<file path="src/rtl/soc_mem_arbiter.sv">
// N-channel memory arbiter: fixed or round-robin selection onto one downstream
// request/response port, with optional timeout abort and late-reply drain.
module soc_mem_arbiter #(
  parameter int                N_CH     = 2,
  parameter int                ADDR_W   = 32,
  parameter int                DATA_W   = 32,
  parameter int                RR       = 1,
  parameter int                TIMEOUT  = 0,
  parameter logic [DATA_W-1:0] ERR_DATA = 32'hDEADBEEF
) (
  input  logic                       clock,
  input  logic                       reset,
  input  logic [N_CH-1:0]            ch_reqValid,
  input  logic [N_CH*ADDR_W-1:0]     ch_addr,
  input  logic [N_CH*2-1:0]          ch_size,
  input  logic [N_CH-1:0]            ch_wen,
  input  logic [N_CH*DATA_W-1:0]     ch_wdata,
  input  logic [N_CH*(DATA_W/8)-1:0] ch_wmask,
  output logic [N_CH-1:0]            ch_respValid,
  output logic [DATA_W-1:0]          ch_rdata,
  output logic                       mem_reqValid,
  output logic [ADDR_W-1:0]          mem_addr,
  output logic [1:0]                 mem_size,
  output logic                       mem_wen,
  output logic [DATA_W-1:0]          mem_wdata,
  output logic [DATA_W/8-1:0]        mem_wmask,
  input  logic                       mem_respValid,
  input  logic [DATA_W-1:0]          mem_rdata,
  output logic [$clog2(N_CH)-1:0]    grant_id,
  output logic                       busy,
  output logic                       timeout_err
);

  localparam int GW        = $clog2(N_CH);
  localparam int MW        = DATA_W / 8;
  localparam int CW        = (TIMEOUT > 0) ? $clog2(TIMEOUT + 1) : 1;
  localparam int TO_LAST_I = (TIMEOUT > 0) ? TIMEOUT - 1 : 0;
  localparam logic [CW-1:0] TO_LAST   = CW'(TO_LAST_I);
  localparam logic [GW-1:0] LAST_INIT = GW'(N_CH - 1);

  typedef enum logic [1:0] {IDLE, BUSY, DRAIN} state_t;

  state_t        state;
  logic [CW-1:0] count;
  logic [GW-1:0] last_grant;
  logic          any_req;
  logic [GW-1:0] winner;
  logic [GW-1:0] idx;
  logic          real_resp;
  logic          expire;

  // Round-robin search starts one past the previous winner and wraps.
  always_comb begin
    any_req = 1'b0;
    winner  = '0;
    idx     = '0;
    for (int unsigned k = 0; k < N_CH; k++) begin
      if (RR != 0) idx = GW'((32'(last_grant) + 32'd1 + k) % N_CH);
      else         idx = GW'(k);
      if (!any_req && ch_reqValid[idx]) begin
        any_req = 1'b1;
        winner  = idx;
      end
    end
  end

  assign real_resp = (state == BUSY) && mem_respValid;
  assign expire    = (TIMEOUT > 0) && (state == BUSY) && !mem_respValid && (count == TO_LAST);

  // Responses are combinational; a reset cycle suppresses any pulse for the aborted request.
  always_comb begin
    ch_respValid = '0;
    ch_rdata     = '0;
    timeout_err  = 1'b0;
    if (!reset) begin
      if (real_resp) begin
        ch_respValid[grant_id] = 1'b1;
        ch_rdata               = mem_rdata;
      end else if (expire) begin
        ch_respValid[grant_id] = 1'b1;
        ch_rdata               = ERR_DATA;
        timeout_err            = 1'b1;
      end
    end
  end

  assign mem_reqValid = (state == BUSY);
  assign busy         = (state != IDLE);

  always_ff @(posedge clock) begin
    if (reset) begin
      state      <= IDLE;
      count      <= '0;
      last_grant <= LAST_INIT;
      grant_id   <= '0;
      mem_addr   <= '0;
      mem_size   <= '0;
      mem_wen    <= 1'b0;
      mem_wdata  <= '0;
      mem_wmask  <= '0;
    end else begin
      case (state)
        IDLE: begin
          if (any_req) begin
            state      <= BUSY;
            count      <= '0;
            grant_id   <= winner;
            last_grant <= winner;
            mem_addr   <= ch_addr[winner*ADDR_W +: ADDR_W];
            mem_size   <= ch_size[winner*2 +: 2];
            mem_wen    <= ch_wen[winner];
            mem_wdata  <= ch_wdata[winner*DATA_W +: DATA_W];
            mem_wmask  <= ch_wmask[winner*MW +: MW];
          end
        end
        BUSY: begin
          if (mem_respValid)  state <= IDLE;
          else if (expire)    state <= DRAIN;
          else if (count != '1) count <= count + 1'b1;
        end
        DRAIN: begin
          if (mem_respValid) state <= IDLE;
        end
        default: state <= IDLE;
      endcase
    end
  end

endmodule

</file>
<file path="config.mk">
export PLATFORM = sky130hd
export DESIGN_NAME = soc_mem_arbiter
export DESIGN_NICKNAME = d
export VERILOG_FILES = /design/src/rtl/soc_mem_arbiter.sv
export SDC_FILE = /design/constraint.sdc
export NUM_CORES = 1
export LEC_CHECK = 0
export CAP_MARGIN = 10
export CORE_AREA = 4 4 115 117
export CTS_BUF_LIST = sky130_fd_sc_hd__clkbuf_4 sky130_fd_sc_hd__clkbuf_8
export CTS_CLUSTER_DIAMETER = 30
export DETAILED_ROUTE_END_ITERATION = 6
export DIE_AREA = 0 0 119 121
export PLACE_DENSITY = 0.77
export SYNTH_ARGS = -nofsm -noshare
export SYNTH_HDL_FRONTEND = slang
export SYNTH_SLANG_ARGS = --single-unit
</file>
<file path="constraint.sdc">
create_clock -name clock -period 3.2 [get_ports clock]
set_clock_uncertainty 0.1 [all_clocks]
set_input_delay 0.64 -clock clock [delete_from_list [all_inputs] [get_ports clock]]
set_output_delay 0.64 -clock clock [all_outputs]
set_load 0.01 [all_outputs]
</file>
==> flow_metrics.py, run 1 <==
metrics = {
    "cells_and_area": {
        "nNetsFinal": 892,
        "n_antenna_cell": 0,
        "layout_common_cells": "clkdlybuf4s50_1 (285), dfxtp_1 (74), nand2_1 (72), a21oi_1 (72), nor2_1 (72)",
        "layout_commonest_cell": "clkdlybuf4s50_1",
        "final_layout_size_suffix_gt1_frac": 0.06276,
        "final_util": 0.5372,
        "syn2layout_area_growth_pct": 85.59,
    },
    "placed_design": {
        "hpwl_microns": 10820,
        "io_buffers": 286,
        "gp_congestion": 0.8570,
    },
    "global_routing": {
        "antenna_found_initial": 0,
        "grt.overflow.total": 0,
        "grt_pass1_wl_microns": 22710,
        "grt_usage": 0.1941,
        "grt_pass1_vias": 4255,
        "grt_start_max_net_pins": 75,
    },
    "run": {
        "max-cap-violations": 0,
    },
    "synthesis": {
        "syn_nets": 629,
        "synth_fa_ha_area_frac": 0,
        "syn_area_sq_um": 3578,
        "synth-seq-cells": 74,
        "ys_seq_area_frac": 0.4140,
        "yosysWarnings": 0,
        "yosysUniqueCellTypes": 22,
        "synth-xor-area-share": 0,
        "synthCells": 450,
        "synth_compound_area_frac": 0.2878,
        "yosys.area_share.simple": 0.2182,
        "synth_mux_area_frac": 0,
        "synth_top_family_by_area": "compound AO/OA/AOI/OAI gates",
        "avgSynthCellArea_sq_um": 7.952,
    },
    "clocking": {
        "cts-root-buf": "clkbuf_8",
        "htreeDepth": 3,
        "cts_setup_buffers": 0,
        "cts_tree": "done",
        "clkTransAtPathRegs_ps": 80,
        "clk-insertion-delay-late_ps": 340,
        "cts_inserted_buffers": 9,
        "clock-sinks": 74,
        "holdBufCountCts": 0,
        "cts_resized": 0,
        "cts_max_path_buffers": 2,
    },
    "worst_setup_path": {
        "worstPathRequired_ps": 2460,
        "crit_type": "in -> out",
        "path_max_fanout": 34,
        "cp-end-kind": "primary output",
        "startpoint_type": "primary input",
        "critPathArrivalTime_ps": 2200,
    },
    "power_and_ir_drop": {
        "peakVddDrop_mv": 0.2585,
        "powerDensity_nw_per_um2": 389.7,
        "switchingPower_w": 0.0007715,
        "p_int_w": 0.001816,
        "pwr-share-comb": 0.330,
        "p_clk_frac": 0.255,
        "p_seq_frac": 0.415,
        "leakagePower_nw": 2.561,
        "sw_frac_of_total": 0.2981,
    },
    "die": {
        "initial_utilization": 0.2894,
        "design.core.area_sq_um": 12360,
        "rows": 41,
        "io_pins": 288,
        "die_height_microns": 121,
        "dieArea_sq_um": 14400,
        "die_w_microns": 119,
    },
    "sta": {
        "hold_ws_ps": 399.1,
        "period_needed_ps": 2943,
        "maxSlewViolCount": 0,
        "worst_pin_slew_ps": 923.0,
        "rsz0062_at_grt": "no",
        "setup_tns_ps": 0,
        "hold_viol": 0,
        "max_freq_mhz": 339.8,
        "relSlewSlack": 0.3847,
        "layout_worst_path_cycle_share": 0.9198,
        "setup_viol_count_final": 0,
    },
    "detailed_routing": {
        "wirelength_microns": 14410,
        "viasPerCell": 4.731,
        "route.detailed.drc": 0,
        "antenna_left": 0,
        "dr.pass1.iters": 4,
        "first_iter_violations": 261,
        "wl_per_cell_microns": 16.21,
        "via_count": 4206,
    },
    "outcome": {
        "status": "finished clean",
    },
    "min_path": {
        "hp-class": "reg -> reg",
    },
}
## power groups by stage
stage | registers (W) | logic [W] | clock network [W]
floorplan | 0.00113 | 0.000329 | 0
global placement | 0.00109 | 0.000845 | 0
detailed placement | 0.00110 | 0.000859 | 0
CTS | 0.00107 | 0.000863 | 0.000684
global route | 0.00109 | 0.000925 | 0.000734
finish | 0.00107 | 0.000854 | 0.000660
## cells in the mapped netlist
| cell type | count | share of area |
|---|---|---|
| conb_1 | 1 | 0.0010 |
| a21bo_2 | 1 | 0.0028 |
| dfxtp_1 | 74 | 0.41 |
| nor2b_1 | 2 | 0.0035 |
| nor2_1 | 72 | 0.076 |
| a2bb2oi_1 | 1 | 0.0024 |
| o21bai_1 | 1 | 0.0021 |
| buf_6 | 8 | 0.025 |
| a211oi_2 | 15 | 0.052 |
| and2_1 | 33 | 0.058 |
| a211oi_1 | 56 | 0.12 |
| buf_2 | 16 | 0.022 |
| nand2b_1 | 2 | 0.0035 |
| a21oi_1 | 72 | 0.10 |
| clkbuf_1 | 9 | 0.0094 |
| o21ba_2 | 1 | 0.0028 |
| buf_4 | 10 | 0.021 |
| buf_1 | 1 | 0.0010 |
| nand2_1 | 72 | 0.076 |
| a21boi_4 | 1 | 0.0052 |
| and3b_1 | 1 | 0.0024 |
| o22ai_1 | 1 | 0.0017 |
## critical path, stage by stage
cell and delay (ps):
clkdlybuf4s50_1 470, and3b_1 210, buf_12 170, nor2b_1 160, clkdlybuf4s50_1 550
## per-layer routing
metal,part of all wire,track usage
met2,0.49,0.3423
met4,0.020,0.04996
met5,0,0
met3,0.081,0.06620
met1,0.41,0.2248
## final cells by class
| type | count | area, sq um |
|---|---|---|
| flip-flops and latches | 74 | 1481 |
| clock buffers | 11 | 145.1 |
| clock inverters | 4 | 28.78 |
| multi-input cells | 332 | 1826 |
| repair buffers | 296 | 2945 |
| well taps | 172 | 215.2 |
| fillers | 1195 | 5722 |
## sequential cells by signal, summed over array words and instances, names as in the netlist
signal and flops:
last_grant 1, mem_addr 32, grant_id 1, mem_wmask 4, mem_size 2, mem_wen 1
mem_wdata 32, state 1
## logic make-up after synthesis
family	after synthesis
compound gates	149
simple gates	182
other cells	1
buf+inv	44
flops	74
## metrics by stage
stage / total power (W) / std cells / worst slack (ps) / cell area, sq um
final: 0.002588 / 889 / 256.7 / 6641
after global routing: 0.002746 / 889 / 203.4 / 6641
after CTS: 0.002622 / 889 / 252.1 / 6641
after detailed placement: 0.001955 / 874 / 256.3 / 6467
after global placement: 0.001934 / 874 / 316.9 / 6467
after floorplan: 0.001463 / 450 / 1158 / 3578
## final timing paths
check / startpoint / to / slack (ps) / cells past startpoint
worst max-delay path: mem_respValid / ch_respValid[0] / 260 / 5
worst min-delay path: mem_wdata[27] / mem_wdata[27] / 400 / 2
worst max register to register: state[0] / mem_wdata[2] / 1400 / 4
worst min register to register: mem_wdata[27] / mem_wdata[27] / 400 / 2
No activity file was read; power rests on OpenSTA's default activity.
==> run 2, diff against run 1 <==
--- a/config.mk
+++ b/config.mk
@@ -6,12 +6,13 @@
 export NUM_CORES = 1
 export LEC_CHECK = 0
 export CAP_MARGIN = 10
-export CORE_AREA = 4 4 115 117
+export CORE_AREA = 2 2 113 115
 export CTS_BUF_LIST = sky130_fd_sc_hd__clkbuf_4 sky130_fd_sc_hd__clkbuf_8
 export CTS_CLUSTER_DIAMETER = 30
 export DETAILED_ROUTE_END_ITERATION = 6
-export DIE_AREA = 0 0 119 121
+export DIE_AREA = 0 0 115 117
 export PLACE_DENSITY = 0.77
+export REMOVE_ABC_BUFFERS = 1
 export SYNTH_ARGS = -nofsm -noshare
 export SYNTH_HDL_FRONTEND = slang
 export SYNTH_SLANG_ARGS = --single-unit
==> flow_metrics.py, run 2 (synthesis gave the netlist of run 1 again) <==
metrics = {
    "power_and_ir_drop": {
        "powerDensity_nw_per_um2": 418.1,
        "leakagePower_nw": 2.597,
        "peakVddDrop_mv": 0.2214,
    },
    "worst_setup_path": {
        "path_max_fanout": 34,
        "startpoint_type": "primary input",
        "crit_type": "in -> out",
        "cp-end-kind": "primary output",
        "worstPathRequired_ps": 2460,
        "critPathArrivalTime_ps": 2160,
    },
    "clocking": {
        "cts_inserted_buffers": 9,
        "htreeDepth": 3,
        "clkTransAtPathRegs_ps": 80,
        "clock-sinks": 74,
        "holdBufCountCts": 0,
        "cts_resized": 0,
        "cts_max_path_buffers": 2,
        "clk-insertion-delay-late_ps": 340,
        "cts_tree": "done",
        "cts_setup_buffers": 0,
        "cts-root-buf": "clkbuf_8",
    },
    "detailed_routing": {
        "antenna_left": 0,
        "wl_per_cell_microns": 16.12,
        "route.detailed.drc": 0,
        "first_iter_violations": 165,
        "via_count": 4269,
        "viasPerCell": 4.924,
        "dr.pass1.iters": 4,
        "wirelength_microns": 13970,
    },
    "die": {
        "die_w_microns": 115,
        "dieArea_sq_um": 13460,
        "initial_utilization": 0.2907,
        "rows": 41,
        "die_height_microns": 117,
        "design.core.area_sq_um": 12310,
        "io_pins": 288,
    },
    "sta": {
        "setup_viol_count_final": 0,
        "rsz0062_at_grt": "no",
        "hold_viol": 0,
        "worst_pin_slew_ps": 521.1,
        "max_freq_mhz": 344.4,
        "setup_tns_ps": 0,
        "period_needed_ps": 2903,
        "hold_ws_ps": 399.6,
        "relSlewSlack": 0.6526,
        "layout_worst_path_cycle_share": 0.9073,
        "maxSlewViolCount": 0,
    },
    "global_routing": {
        "antenna_found_initial": 0,
        "grt_pass1_vias": 4033,
        "grt_usage": 0.1914,
        "grt_pass1_wl_microns": 20130,
        "grt.overflow.total": 0,
        "grt_start_max_net_pins": 44,
    },
    "placed_design": {
        "dpl_cell_area_sq_um": 6447,
        "placedCellCount": 853,
        "gp_congestion": 0.7809,
        "hpwl_microns": 10520,
        "io_buffers": 286,
    },
    "cells_and_area": {
        "nNetsFinal": 893,
        "layout_commonest_cell": "clkdlybuf4s50_1",
        "reg_top3": "mem_addr x32, mem_wdata x32, mem_wmask x4",
        "fin_area_sq_um": 6675,
        "n_antenna_cell": 0,
        "final_util": 0.5422,
        "syn2layout_area_growth_pct": 86.54,
        "final_layout_size_suffix_gt1_frac": 0.06276,
        "final_cells": 867,
        "layout_common_cells": "clkdlybuf4s50_1 (285), dfxtp_1 (74), nand2_1 (72), a21oi_1 (72), nor2_1 (72)",
    },
    "outcome": {
        "status": "finished clean",
    },
    "min_path": {
        "hp-class": "reg -> reg",
    },
    "run": {
        "max-cap-violations": 0,
    },
}
## run 2: cell count changes in the layout (fill, tap and decap cells not counted)
cell / previous run / this run
inv_6: 0 / 1
clkinv_4: 1 / 0
clkbuf_4: 1 / 0
clkbuf_8: 10 / 9
clkinvlp_4: 2 / 0
bufinv_16: 0 / 3
buf_4: 9 / 10
## run 2: power breakdown
group	internal (W)	switching [W]
logic	0.000491	0.000371
clock network	0.000511	0.000346
registers	0.00102	0.0000530
## run 2: per-stage QoR
step | total power (W) | setup WS [ps]
after detailed placement | 0.001957 | 292.4
after floorplan | 0.001418 | -521.1
after global routing | 0.002935 | 229.1
after global placement | 0.001937 | 316.9
after CTS | 0.002827 | 285.8
final | 0.002791 | 296.5
## run 2: final cells by class
type,instances,area [sq um]
repair buffers,297,2953
well taps,150,187.7
multi-input cells,332,1826
clock inverters,5,103.9
flip-flops and latches,74,1481
fillers,1119,5637
clock buffers,9,123.9
## run 2: worst paths after layout
check                      from           end  slack (ps)  depth (start not counted)
setup / recovery  mem_respValid  ch_rdata[24]         300                          5
hold / removal     mem_wdata[3]  mem_wdata[3]         400                          2
setup reg to reg       state[0]   mem_addr[2]        1520                          4
hold reg to reg    mem_wdata[3]  mem_wdata[3]         400                          2
## run 2: layer usage
metal  up-vias  global-route usage  routed length, microns
li1       2060                   -                       -
met1      1973              0.1948                    4939
met2       212              0.3518                    7169
met3        24             0.06797                    1484
met4         0             0.08835                     379
met5         -                   0                       0
## run 2: critical path, cell delays in order
cell and delay (ps):
clkdlybuf4s50_1 460, and3b_1 210, buf_12 170, and2_1 140, clkdlybuf4s50_1 540
